`config.mk`:
```
export PLATFORM = sky130hd
export DESIGN_NAME = ssled_scan_flat
export DESIGN_NICKNAME = d
export VERILOG_FILES = /design/src/rtl/ssled_scan_pkg.sv /design/src/rtl/ssled_scan_if.sv /design/src/rtl/ssled_prescaler.sv /design/src/rtl/ssled_scan.sv /design/src/flat_wrapper.sv
export SDC_FILE = /design/constraint.sdc
export NUM_CORES = 1
export LEC_CHECK = 0
export ABC_CLOCK_PERIOD_IN_PS = 7800
export CAP_MARGIN = 40
export CORE_MARGIN = 5
export CORE_UTILIZATION = 50
export DETAILED_ROUTE_END_ITERATION = 7
export PLACE_DENSITY = 0.79
export SETUP_SLACK_MARGIN = 0.4
export SYNTH_ARGS = -nofsm -noshare
export SYNTH_HDL_FRONTEND = slang
export SYNTH_SLANG_ARGS = --single-unit
```
`constraint.sdc`:
```
create_clock -name clk -period 7.8 [get_ports clk]
set_input_delay 1.56 -clock clk [delete_from_list [all_inputs] [get_ports clk]]
set_output_delay 1.56 -clock clk [all_outputs]
set_load 0.02 [all_outputs]
```
`src/rtl/ssled_scan_pkg.sv`:
```
// ============================================================================
// Module : ssled_scan_pkg
// Brief  : Shared scan states, digit/segment widths and a one-hot helper.
// Rev    : 1.0
// ============================================================================
`default_nettype none

package ssled_scan_pkg;

  localparam int N_DIG = 8;
  localparam int SEG_W = 8;
  localparam int DIG_W = $clog2(N_DIG);

  typedef enum logic [1:0] {
    ST_OFF   = 2'd0,
    ST_BLANK = 2'd1,
    ST_SHOW  = 2'd2
  } ssled_state_e;

  function automatic logic [N_DIG-1:0] digit_onehot(input logic [DIG_W-1:0] d);
    logic [N_DIG-1:0] v;
    v = '0;
    v[d] = 1'b1;
    return v;
  endfunction

endpackage

`default_nettype wire

```
`src/rtl/ssled_scan_if.sv`:
```
// ============================================================================
// Module : ssled_scan_if
// Brief  : Display-side bundle: enable and digit data in, segment/digit drive out.
// Rev    : 1.0
// ============================================================================
`default_nettype none

interface ssled_scan_if;
  import ssled_scan_pkg::*;

  logic                   en;
  logic [N_DIG*SEG_W-1:0] ssled;
  logic [SEG_W-1:0]       seg;
  logic [N_DIG-1:0]       dig;
  logic                   frame;

  modport master (output en, output ssled, input seg, input dig, input frame);
  modport slave  (input en, input ssled, output seg, output dig, output frame);
endinterface

`default_nettype wire

```
`src/rtl/ssled_prescaler.sv`:
```
// ============================================================================
// Module : ssled_prescaler
// Brief  : Per-digit slot counter; strobes fire the cycle before a slot or
//          the SHOW phase begins. Build macro: SSLED_BLANK_EN.
// Rev    : 1.0
// ============================================================================
`default_nettype none

module ssled_prescaler #(
  parameter int DIV       = 8,
  parameter int BLANK_CYC = 16
) (
  input  wire logic clk,
  input  wire logic rst_n,
  input  wire logic run,
  output logic      slot_start,
  output logic      show_start
);

  localparam int c_CW = $clog2(DIV);
`ifdef SSLED_BLANK_EN
  localparam int c_BLANK = BLANK_CYC;
`else
  localparam int c_BLANK = 1;
`endif

  if (DIV < 4) begin : g_chk_div
    $error("ssled_prescaler: DIV must be at least 4");
  end
  if (BLANK_CYC < 1 || BLANK_CYC >= DIV) begin : g_chk_blank
    $error("ssled_prescaler: BLANK_CYC must satisfy 1 <= BLANK_CYC < DIV");
  end

  logic [c_CW-1:0] r_cnt;

  // Strobes look one count ahead so the scan FSM registers its outputs on time.
  assign slot_start = run && (r_cnt == c_CW'(DIV - 1));
  assign show_start = run && (r_cnt == c_CW'(c_BLANK - 1));

  always_ff @(posedge clk or negedge rst_n) begin
    if (!rst_n) begin
      r_cnt <= '0;
    end else if (!run || slot_start) begin
      r_cnt <= '0;
    end else begin
      r_cnt <= r_cnt + 1'b1;
    end
  end

endmodule

`default_nettype wire

```
`src/rtl/ssled_scan.sv`:
```
// ============================================================================
// Module : ssled_scan
// Brief  : Eight-digit multiplexed seven-segment scanner with frame-atomic
//          shadow register. Build macro: SSLED_BLANK_EN.
// Rev    : 1.0
// ============================================================================
`default_nettype none

module ssled_scan
  import ssled_scan_pkg::*;
#(
  parameter int   CLK_HZ    = 10_000_000,
  parameter int   DIGIT_HZ  = 1000,
  parameter int   BLANK_CYC = 16,
  parameter logic SEG_ON    = 1'b0,
  parameter logic DIG_ON    = 1'b0
) (
  input wire logic     clk,
  input wire logic     rst_n,
  ssled_scan_if.slave  bus
);

  localparam int               c_DIV     = CLK_HZ / DIGIT_HZ;
  localparam logic [1:0]       c_ST_OFF   = ST_OFF;
  localparam logic [1:0]       c_ST_BLANK = ST_BLANK;
  localparam logic [1:0]       c_ST_SHOW  = ST_SHOW;
  localparam logic [SEG_W-1:0] c_SEG_OFF = {SEG_W{~SEG_ON}};
  localparam logic [N_DIG-1:0] c_DIG_OFF = {N_DIG{~DIG_ON}};

  logic [1:0]             r_state;
  logic [DIG_W-1:0]       r_digit;
  logic [N_DIG*SEG_W-1:0] r_shadow;
  logic [SEG_W-1:0]       r_seg;
  logic [N_DIG-1:0]       r_dig;
  logic                   r_frame;

  logic [1:0]             w_state_nxt;
  logic [DIG_W-1:0]       w_digit_nxt;
  logic                   w_frame_nxt;
  logic                   w_cap;
  logic                   w_run;
  logic                   w_slot_start;
  logic                   w_show_start;
  logic [SEG_W-1:0]       w_seg_byte;

  assign w_run = bus.en && (r_state != c_ST_OFF);

  ssled_prescaler #(
    .DIV       (c_DIV),
    .BLANK_CYC (BLANK_CYC)
  ) u_prescaler (
    .clk        (clk),
    .rst_n      (rst_n),
    .run        (w_run),
    .slot_start (w_slot_start),
    .show_start (w_show_start)
  );

  always_comb begin
    w_state_nxt = r_state;
    w_digit_nxt = r_digit;
    w_frame_nxt = 1'b0;
    w_cap       = 1'b0;
    if (!bus.en) begin
      w_state_nxt = c_ST_OFF;
      w_digit_nxt = '0;
    end else begin
      case (r_state)
        c_ST_OFF: begin
          w_state_nxt = c_ST_BLANK;
          w_digit_nxt = '0;
          w_frame_nxt = 1'b1;
          w_cap       = 1'b1;
        end
        c_ST_BLANK, c_ST_SHOW: begin
          if (w_slot_start) begin
            w_state_nxt = c_ST_BLANK;
            w_digit_nxt = r_digit + 1'b1;
            w_frame_nxt = (r_digit == DIG_W'(N_DIG - 1));
            w_cap       = w_frame_nxt;
          end else if (w_show_start) begin
            w_state_nxt = c_ST_SHOW;
          end
        end
        default: begin
          w_state_nxt = c_ST_OFF;
          w_digit_nxt = '0;
        end
      endcase
    end
  end

  // Shadow only changes on a frame edge, where the next state is BLANK,
  // so reading the pre-edge shadow for SHOW is always the current frame.
  assign w_seg_byte = r_shadow[{w_digit_nxt, 3'b000} +: SEG_W];

  always_ff @(posedge clk or negedge rst_n) begin
    if (!rst_n) begin
      r_state  <= c_ST_OFF;
      r_digit  <= '0;
      r_shadow <= '0;
      r_seg    <= c_SEG_OFF;
      r_dig    <= c_DIG_OFF;
      r_frame  <= 1'b0;
    end else begin
      r_state <= w_state_nxt;
      r_digit <= w_digit_nxt;
      r_frame <= w_frame_nxt;
      if (w_cap) begin
        r_shadow <= bus.ssled;
      end
      r_seg <= (w_state_nxt == c_ST_SHOW) ? (w_seg_byte ^ c_SEG_OFF) : c_SEG_OFF;
      r_dig <= (w_state_nxt == c_ST_OFF) ? c_DIG_OFF
                                         : (digit_onehot(w_digit_nxt) ^ c_DIG_OFF);
    end
  end

  assign bus.seg   = r_seg;
  assign bus.dig   = r_dig;
  assign bus.frame = r_frame;

endmodule

`default_nettype wire

```
`src/flat_wrapper.sv`:
```
// flat-port wrapper written by rule: the top's interface ports become plain ports
module ssled_scan_flat import ssled_scan_pkg::*;
#(
  parameter int   CLK_HZ    = 10_000_000,
  parameter int   DIGIT_HZ  = 1000,
  parameter int   BLANK_CYC = 16,
  parameter logic SEG_ON    = 1'b0,
  parameter logic DIG_ON    = 1'b0
)
  (clk, rst_n, bus_en, bus_ssled, bus_seg, bus_dig, bus_frame);
  ssled_scan_if bus_i ();
  input wire logic clk;
  input wire logic rst_n;
  input wire logic [$bits(bus_i.en)-1:0] bus_en;
  input wire logic [$bits(bus_i.ssled)-1:0] bus_ssled;
  output wire logic [$bits(bus_i.seg)-1:0] bus_seg;
  output wire logic [$bits(bus_i.dig)-1:0] bus_dig;
  output wire logic [$bits(bus_i.frame)-1:0] bus_frame;
  assign bus_i.en = bus_en;
  assign bus_i.ssled = bus_ssled;
  assign bus_seg = bus_i.seg;
  assign bus_dig = bus_i.dig;
  assign bus_frame = bus_i.frame;
  ssled_scan #(.CLK_HZ(CLK_HZ), .DIGIT_HZ(DIGIT_HZ), .BLANK_CYC(BLANK_CYC), .SEG_ON(SEG_ON), .DIG_ON(DIG_ON)) u_core (.clk(clk), .rst_n(rst_n), .bus(bus_i));
endmodule
```
## Yosys cells after proc, flatten, opt, wreduce, memory -nomap -nowiden

Cells that the tools add are included.

- Bits in registers: 100
- Input bits: 67
- Output and inout port bits: 17
- Logic and storage cells: 45

- $add $sub $neg: 2
- Order comparisons: 2
- Eq/ne operators: 5
- Shift-type cells: 1
- Mux-type cells: 15
- Bitwise logic cells: 2
- Reductions and logical operators: 11

Operator list:

| operator | number |
|---|---|
| $shiftx 64x7->8 | 1 |
| $mux 8 | 2 |
| $not 8->8 | 2 |
| $add 14x1->14 const B | 1 |
| $eq 14x14->1 const B | 1 |
| $logic_not 14->1 | 1 |
| $mux 14 | 1 |
| $mux 3 | 3 |
| $mux 2 | 3 |
| $eq 2x2->1 const B | 2 |
| $logic_and 1x1->1 | 4 |
| $logic_not 2->1 | 2 |
| $lt 3x4->1 const B | 1 |
| $pmux 2 s2 | 1 |
| $add 3x1->3 const B | 1 |
| $demux 1 s3 | 1 |
| $eq 3x3->1 const B | 1 |
| $ge 3x1->1 const B | 1 |
| $mux 1 | 3 |
| $eq 2x1->1 const B | 1 |
| $pmux 1 s2 | 1 |
| $reduce_bool 2->1 | 1 |
| $reduce_or 2->1 | 1 |
| $logic_not 1->1 | 1 |
| $logic_or 1x1->1 | 1 |

## Depth between registers and ports, before layout

- Depth in word-level cells: 12
- Gate-level depth with buffers: 12
- Mapped depth without buffers: 9

## By module

From an unflattened synthesis, not the netlist that was laid out.

- Cell total of the unflattened synthesis: 378
- Area total of the unflattened synthesis: 4652.0 sq um

By module, submodules not included:

| module | times used | cells an instance | area an instance (sq um) |
|---|---|---|---|
| ssled_scan | 1 | 296 | 3891.2 |
| ssled_prescaler | 1 | 82 | 760.7 |

## Worst setup path after synthesis

Ideal clock, no wire load.

- Path kind: input to register
- From: input bus_en
- To: register u_core.r_seg[0] (netlist: u_core.bus.seg[0])
- Data arrival time: 3.529 ns
- Data required time: 7.706 ns
- Path slack: 4.177 ns
- Stages: 7
- Path through: nor4b_1 nor4b_4 mux2i_1 clkbuf_1 nand2_1 a32o_1 or4_1

- Cells in the longest elaborated chain, start to end: 8
- Elaborated cells on any way between the ends: 14
- Classes of those cells: eq/ne: 1; shift: 1; mux: 8; bitwise: 1; reduce/logical: 3

Ends and longest elaborated chain:

| element | RTL line | source |
|---|---|---|
| from (decl) | flat_wrapper.sv:14 | `input wire logic [$bits(bus_i.en)-1:0] bus_en;` |
| $logic_and 1x1->1 | ssled_scan.sv:46 | `assign w_run = bus.en && (r_state != c_ST_OFF);` |
| $logic_and 1x1->1, on equally long branches | ssled_prescaler.sv:37, ssled_prescaler.sv:38 |  |
| $mux 3 / $mux 2 (equally long branches) | ssled_scan.sv:76, ssled_scan.sv:81 |  |
| $mux 3 / $mux 2 (equally long branches) | ssled_scan.sv:68, ssled_scan.sv:76 |  |
| $mux 3 / $pmux 2 s2 (equally long branches) | ssled_scan.sv:64, ssled_scan.sv:68 |  |
| $shiftx 64x7->8 / $mux 2 (equally long branches) | ssled_scan.sv:95, ssled_scan.sv:64 |  |
| $not 8->8 (no line) / $eq 2x2->1 (equally long branches) | -- |  |
| $mux 8 * | ssled_scan.sv:112 | `r_seg <= (w_state_nxt == c_ST_SHOW) ? (w_seg_byte ^ c_SEG_OFF) : c_SEG_OFF;` |
| to (signal assigned) | ssled_scan.sv:102 | `r_seg <= c_SEG_OFF;` |
| to (signal assigned) | ssled_scan.sv:112 |  |
| to (decl) | ssled_scan.sv:33 | `logic [SEG_W-1:0] r_seg;` |

Every way passes the cells marked *; elsewhere a longest branch is shown, timed or not.
A chain may end at the register's enable or synchronous reset.

## Final worst setup path

- From: input bus_en
- To: register u_core.r_shadow[9]

- Cells in the longest elaborated chain, start to end: 5

Ends and longest elaborated chain:

| element | RTL line | source |
|---|---|---|
| $logic_and 1x1->1 | ssled_scan.sv:46 |  |
| $logic_and 1x1->1 | ssled_prescaler.sv:37 | `assign slot_start = run && (r_cnt == c_CW'(DIV - 1));` |
| $mux 1 | ssled_scan.sv:76 | `if (w_slot_start) begin` |
| $pmux 1 s2 | ssled_scan.sv:68 | `case (r_state)` |
| $mux 1 * | ssled_scan.sv:64 | `if (!bus.en) begin` |
| to (signal assigned) | ssled_scan.sv:110 | `r_shadow <= bus.ssled;` |
| to (decl) | ssled_scan.sv:32 | `logic [N_DIG*SEG_W-1:0] r_shadow;` |

Marks and branches as above.

==> metrics list <==
* Later-pin clock latency in the skew report: approximately 360 ps
- Reg2Reg Capture Point: u_core.r_shadow[9]
- Ratio of total power to cell area: approximately 240 mW/mm²
- Post-synth ARST share: between 90% and 100%
* I/O pin count: 84
- The total area inside the core boundary comes to roughly 0.009 mm².
- Share of the yosys chip area belonging to registers: around 55%
* Routed WL: about 10000 µm
* Starting density of the core: approximately half
- Number of synthesized register bits: 100
* Number of CTS-inserted buffers: 9
- WP data required: 8040 ps
- Hold path cells: 1
- The die is between 100 and 150 µm tall.
- Final hold violation count: 0
- After clock tree synthesis, the clock-pin slew on the worst setup and hold paths is about 90 ps.
- For this design the total switching power over the nets is around 0.0004 W.
- Buffers placed on the I/O ports in this run total 83.
* Global route overflow: 0
* Worst Tran Pin Value: ~840 ps
- The H-tree was split into 3 levels.
* Share of power burned in combinational logic: about a quarter
* Sequential share of power: around 54%
* Initial antenna violation count: 0
* Max-capacitance violation count: 0
* Capturing element type of the critical path: flip-flop
- The number of global-route vias before repair is 3448.
- CTS root buffer: sky130_fd_sc_hd__clkbuf_8
* Placed wire-length estimate after detailed placement: 7690 µm
- The repair_antennas step left the layout with diodes totalling 0.
- Initial drt markers: 193
- Per-instance average area after synthesis: 11.6 µm²
- Clock tree synthesis found a total of 100 sinks.
- After layout, the minimum clock period comes to 4750 ps.
* Total Negative Setup Slacks: 0 ps
- In the finished design, the share of the clock period the worst path needs comes to 61.0%.
- For the worst setup path, the data arrival time is roughly 5000 ps.
* Number of antenna-violating nets in the routed design: 0
* Total Nets Final: around 550
* Count of vias placed by the detailed router: about 3300
* Area of the die: around 0.011 mm²
- Hold buffers post-CTS: 0
- Max-slew violation total from the final report: 0
* Setup skew after layout: 12.7 ps
* Total of warnings raised by yosys: 0
- Total setup buffers inserted after CTS: 0
- The critical path in this run is classified as input pin to flip-flop.
- Total internal power: 0.000960 W
* Maximum count of clock buffers along a single path: 2
- Unrepaired setup endpoints after global routing: false
- FP Rows: 35
- Overall routing resource usage: between 10% and 20%
* TritonRoute pass-1 iters: 4
- The tightest hold path in the finished design has a slack of 499 ps.
* Share of total power consumed by net switching: just under 30%
- Drt wl/cell: around 18 µm
- Clock Power Share: ~22%
- Area growth syn-to-layout: 24.1%
- In the synthesized netlist the dominant register cell turns out to be sky130_fd_sc_hd__dfrtp_1.
- Post-synth EDFFs: 0
- Reg-to-Reg Start: u_core.r_state[0]
* Launching element type of the critical path: input pin
- The path class of the tightest hold or removal check is flip-flop to flip-flop.
* First-pass GRT wire length: approximately 17000 µm
* Synth Instances: 397
- Die width: 106 µm
- DRC violation count after routing: 0
- Fraction of layout instances using a drive strength above 1: between 20 and 25%
- In this run, post-CTS repair resized a total of 0 instances.
* Worst-case reg-to-reg path depth: 8
- Largest net degree at the start of global routing: 53
- TritonCTS built the clock tree.
* Hold Startpoint: u_core.u_prescaler.r_cnt[0]
* Net count after synthesis: 470
* Final weighted congestion in routability-driven placement: 0.820
- Top achievable clock speed: about 0.21 GHz
- Of all nets on the critical path, the largest fanout is 30.
- The worst hold path terminates at u_core.u_prescaler.r_cnt[0].
- The analysis attributes to cell leakage a power of ~2.3 nW.
* Count of unique library cells instantiated by Yosys: 46
* Detail-routed via count per cell: between 5 and 6
* Run status: completed
- Worst-case register-to-register setup slack: 4250 ps
* Tightest slew margin relative to the limit: between 40% and 50%
* Largest voltage drop on the vdd net: 0.142 mV
* Netlist area before placement: about 0.0046 mm²
- Setup violations remaining at the end of the flow were counted as 0.
-- cell type report --
| class | instances | area [µm²] |
|---|---|---|
| fillers | 740 | 3380 |
| inverters | 11 | 42.5 |
| flip-flops and latches | 100 | 2520 |
| clock inverters | 6 | 50.0 |
| multi-input cells | 267 | 1970 |
| repair buffers | 89 | 877 |
| well taps | 111 | 139 |
| clock buffers | 10 | 128 |
-- cells in the final DEF, fill, tap and decap left out, types with 2 or more instances in the layout --
cell type and count:
sky130_fd_sc_hd__a21oi_1 2, sky130_fd_sc_hd__a221oi_1 4, sky130_fd_sc_hd__a311oi_1 2, sky130_fd_sc_hd__a31oi_1 2
sky130_fd_sc_hd__a32o_1 3, sky130_fd_sc_hd__and2_1 2, sky130_fd_sc_hd__and3_1 7, sky130_fd_sc_hd__buf_4 6
sky130_fd_sc_hd__clkbuf_8 9, sky130_fd_sc_hd__clkdlybuf4s50_1 82, sky130_fd_sc_hd__clkinvlp_4 4, sky130_fd_sc_hd__dfrtp_1 84
sky130_fd_sc_hd__dfstp_2 16, sky130_fd_sc_hd__ha_1 6, sky130_fd_sc_hd__inv_1 10, sky130_fd_sc_hd__mux2_2 60
sky130_fd_sc_hd__mux2i_1 13, sky130_fd_sc_hd__mux2i_2 2, sky130_fd_sc_hd__nand2_1 48, sky130_fd_sc_hd__nand2b_1 2
sky130_fd_sc_hd__nand3_1 12, sky130_fd_sc_hd__nand3b_1 2, sky130_fd_sc_hd__nand4_1 3, sky130_fd_sc_hd__nand4b_1 5
sky130_fd_sc_hd__nor2_1 34, sky130_fd_sc_hd__nor3_1 3, sky130_fd_sc_hd__nor3b_1 2, sky130_fd_sc_hd__nor4b_1 2
sky130_fd_sc_hd__o21ai_0 12, sky130_fd_sc_hd__o221ai_1 3, sky130_fd_sc_hd__o22ai_1 9, sky130_fd_sc_hd__or4_1 3
sky130_fd_sc_hd__xnor2_1 5, sky130_fd_sc_hd__xor2_1 7
-- critical path, cell delays in order --
cell and delay [ps]:
sky130_fd_sc_hd__clkdlybuf4s50_1 670, sky130_fd_sc_hd__nor4b_1 350, sky130_fd_sc_hd__nor4b_4 670, sky130_fd_sc_hd__a31oi_1 240, sky130_fd_sc_hd__nor2_4 680, sky130_fd_sc_hd__buf_4 430, sky130_fd_sc_hd__mux2_2 380
-- kinds of logic (layout without fill, tap and decap cells) --
logic type,after synthesis,count (layout),synth area share [%]
buf+inv,30,116,2.93
simple gates,131,131,13.9
xor+xnor,12,12,2.28
mux,75,75,18.0
flops,100,100,54.7
fa+ha+maj,6,6,1.63
compound gates,43,43,6.57
-- state kept, by name (all words and copies together), names as in the netlist --
signal / flops
u_core.bus.frame: 1
u_core.u_prescaler.r_cnt: 14
u_core.bus.seg: 8
u_core.r_digit: 3
u_core.r_state: 2
u_core.bus.dig: 8
u_core.r_shadow: 64
-- stage by stage --
stage | cells | power [W] | utilization (%) | worst slack, ps | cell area (µm²)
after floorplan | 397 | 0.000953 | - | 4180 | 4610
after global placement | 576 | 0.00105 | 60.7 | 2400 | 5530
after detailed placement | 578 | 0.00107 | 60.9 | 2730 | 5550
after CTS | 594 | 0.00137 | 62.8 | 3090 | 5720
after global routing | 594 | 0.00144 | 62.8 | 2870 | 5720
final | 594 | 0.00136 | 62.8 | 3050 | 5720
-- Yosys cell counts, types with 5 or more instances --
master	instances	area share, %
sky130_fd_sc_hd__and3_1	7	0.95
sky130_fd_sc_hd__buf_2	8	0.87
sky130_fd_sc_hd__clkbuf_1	9	0.73
sky130_fd_sc_hd__dfrtp_1	84	46
sky130_fd_sc_hd__dfstp_2	16	9.1
sky130_fd_sc_hd__ha_1	6	1.6
sky130_fd_sc_hd__inv_1	10	0.81
sky130_fd_sc_hd__mux2_2	60	15
sky130_fd_sc_hd__mux2i_1	14	3.0
sky130_fd_sc_hd__nand2_1	48	3.9
sky130_fd_sc_hd__nand3_1	12	1.3
sky130_fd_sc_hd__nand4b_1	5	0.95
sky130_fd_sc_hd__nor2_1	35	2.8
sky130_fd_sc_hd__o21ai_0	12	1.3
sky130_fd_sc_hd__o22ai_1	9	1.2
sky130_fd_sc_hd__xnor2_1	5	0.95
sky130_fd_sc_hd__xor2_1	7	1.3
-- how the worst max path moves through the flow --
stage	end	slack, ps	from
6_report	u_core.r_shadow[9]	3050	bus_en
5_1_grt	u_core.r_shadow[48]	2870	bus_en
4_1_cts	u_core.r_shadow[9]	3090	bus_en
3_5_place_dp	u_core.r_shadow[13]	2730	bus_en
3_3_place_gp	u_core.r_shadow[5]	2400	bus_en
2_1_floorplan	u_core.bus.seg[0]	4180	bus_en
-- routing by layer --
metal | global-route usage (%) | part of all wire (%)
met1 | 25.9 | 44
met2 | 32.0 | 50
met3 | 3.40 | 4.4
met4 | 5.09 | 1.1
met5 | 0 | 0
-- power by group through the flow --
stage                     sequential [W]  combinational (W)  clock (W)
after global placement          0.000736           0.000315          0
after detailed placement        0.000745           0.000328          0
after CTS                       0.000735           0.000330   0.000305
after global routing            0.000749           0.000362   0.000327
after floorplan                 0.000722           0.000231          0
final                           0.000735           0.000327   0.000301
(Power assumes the default switching activity.)
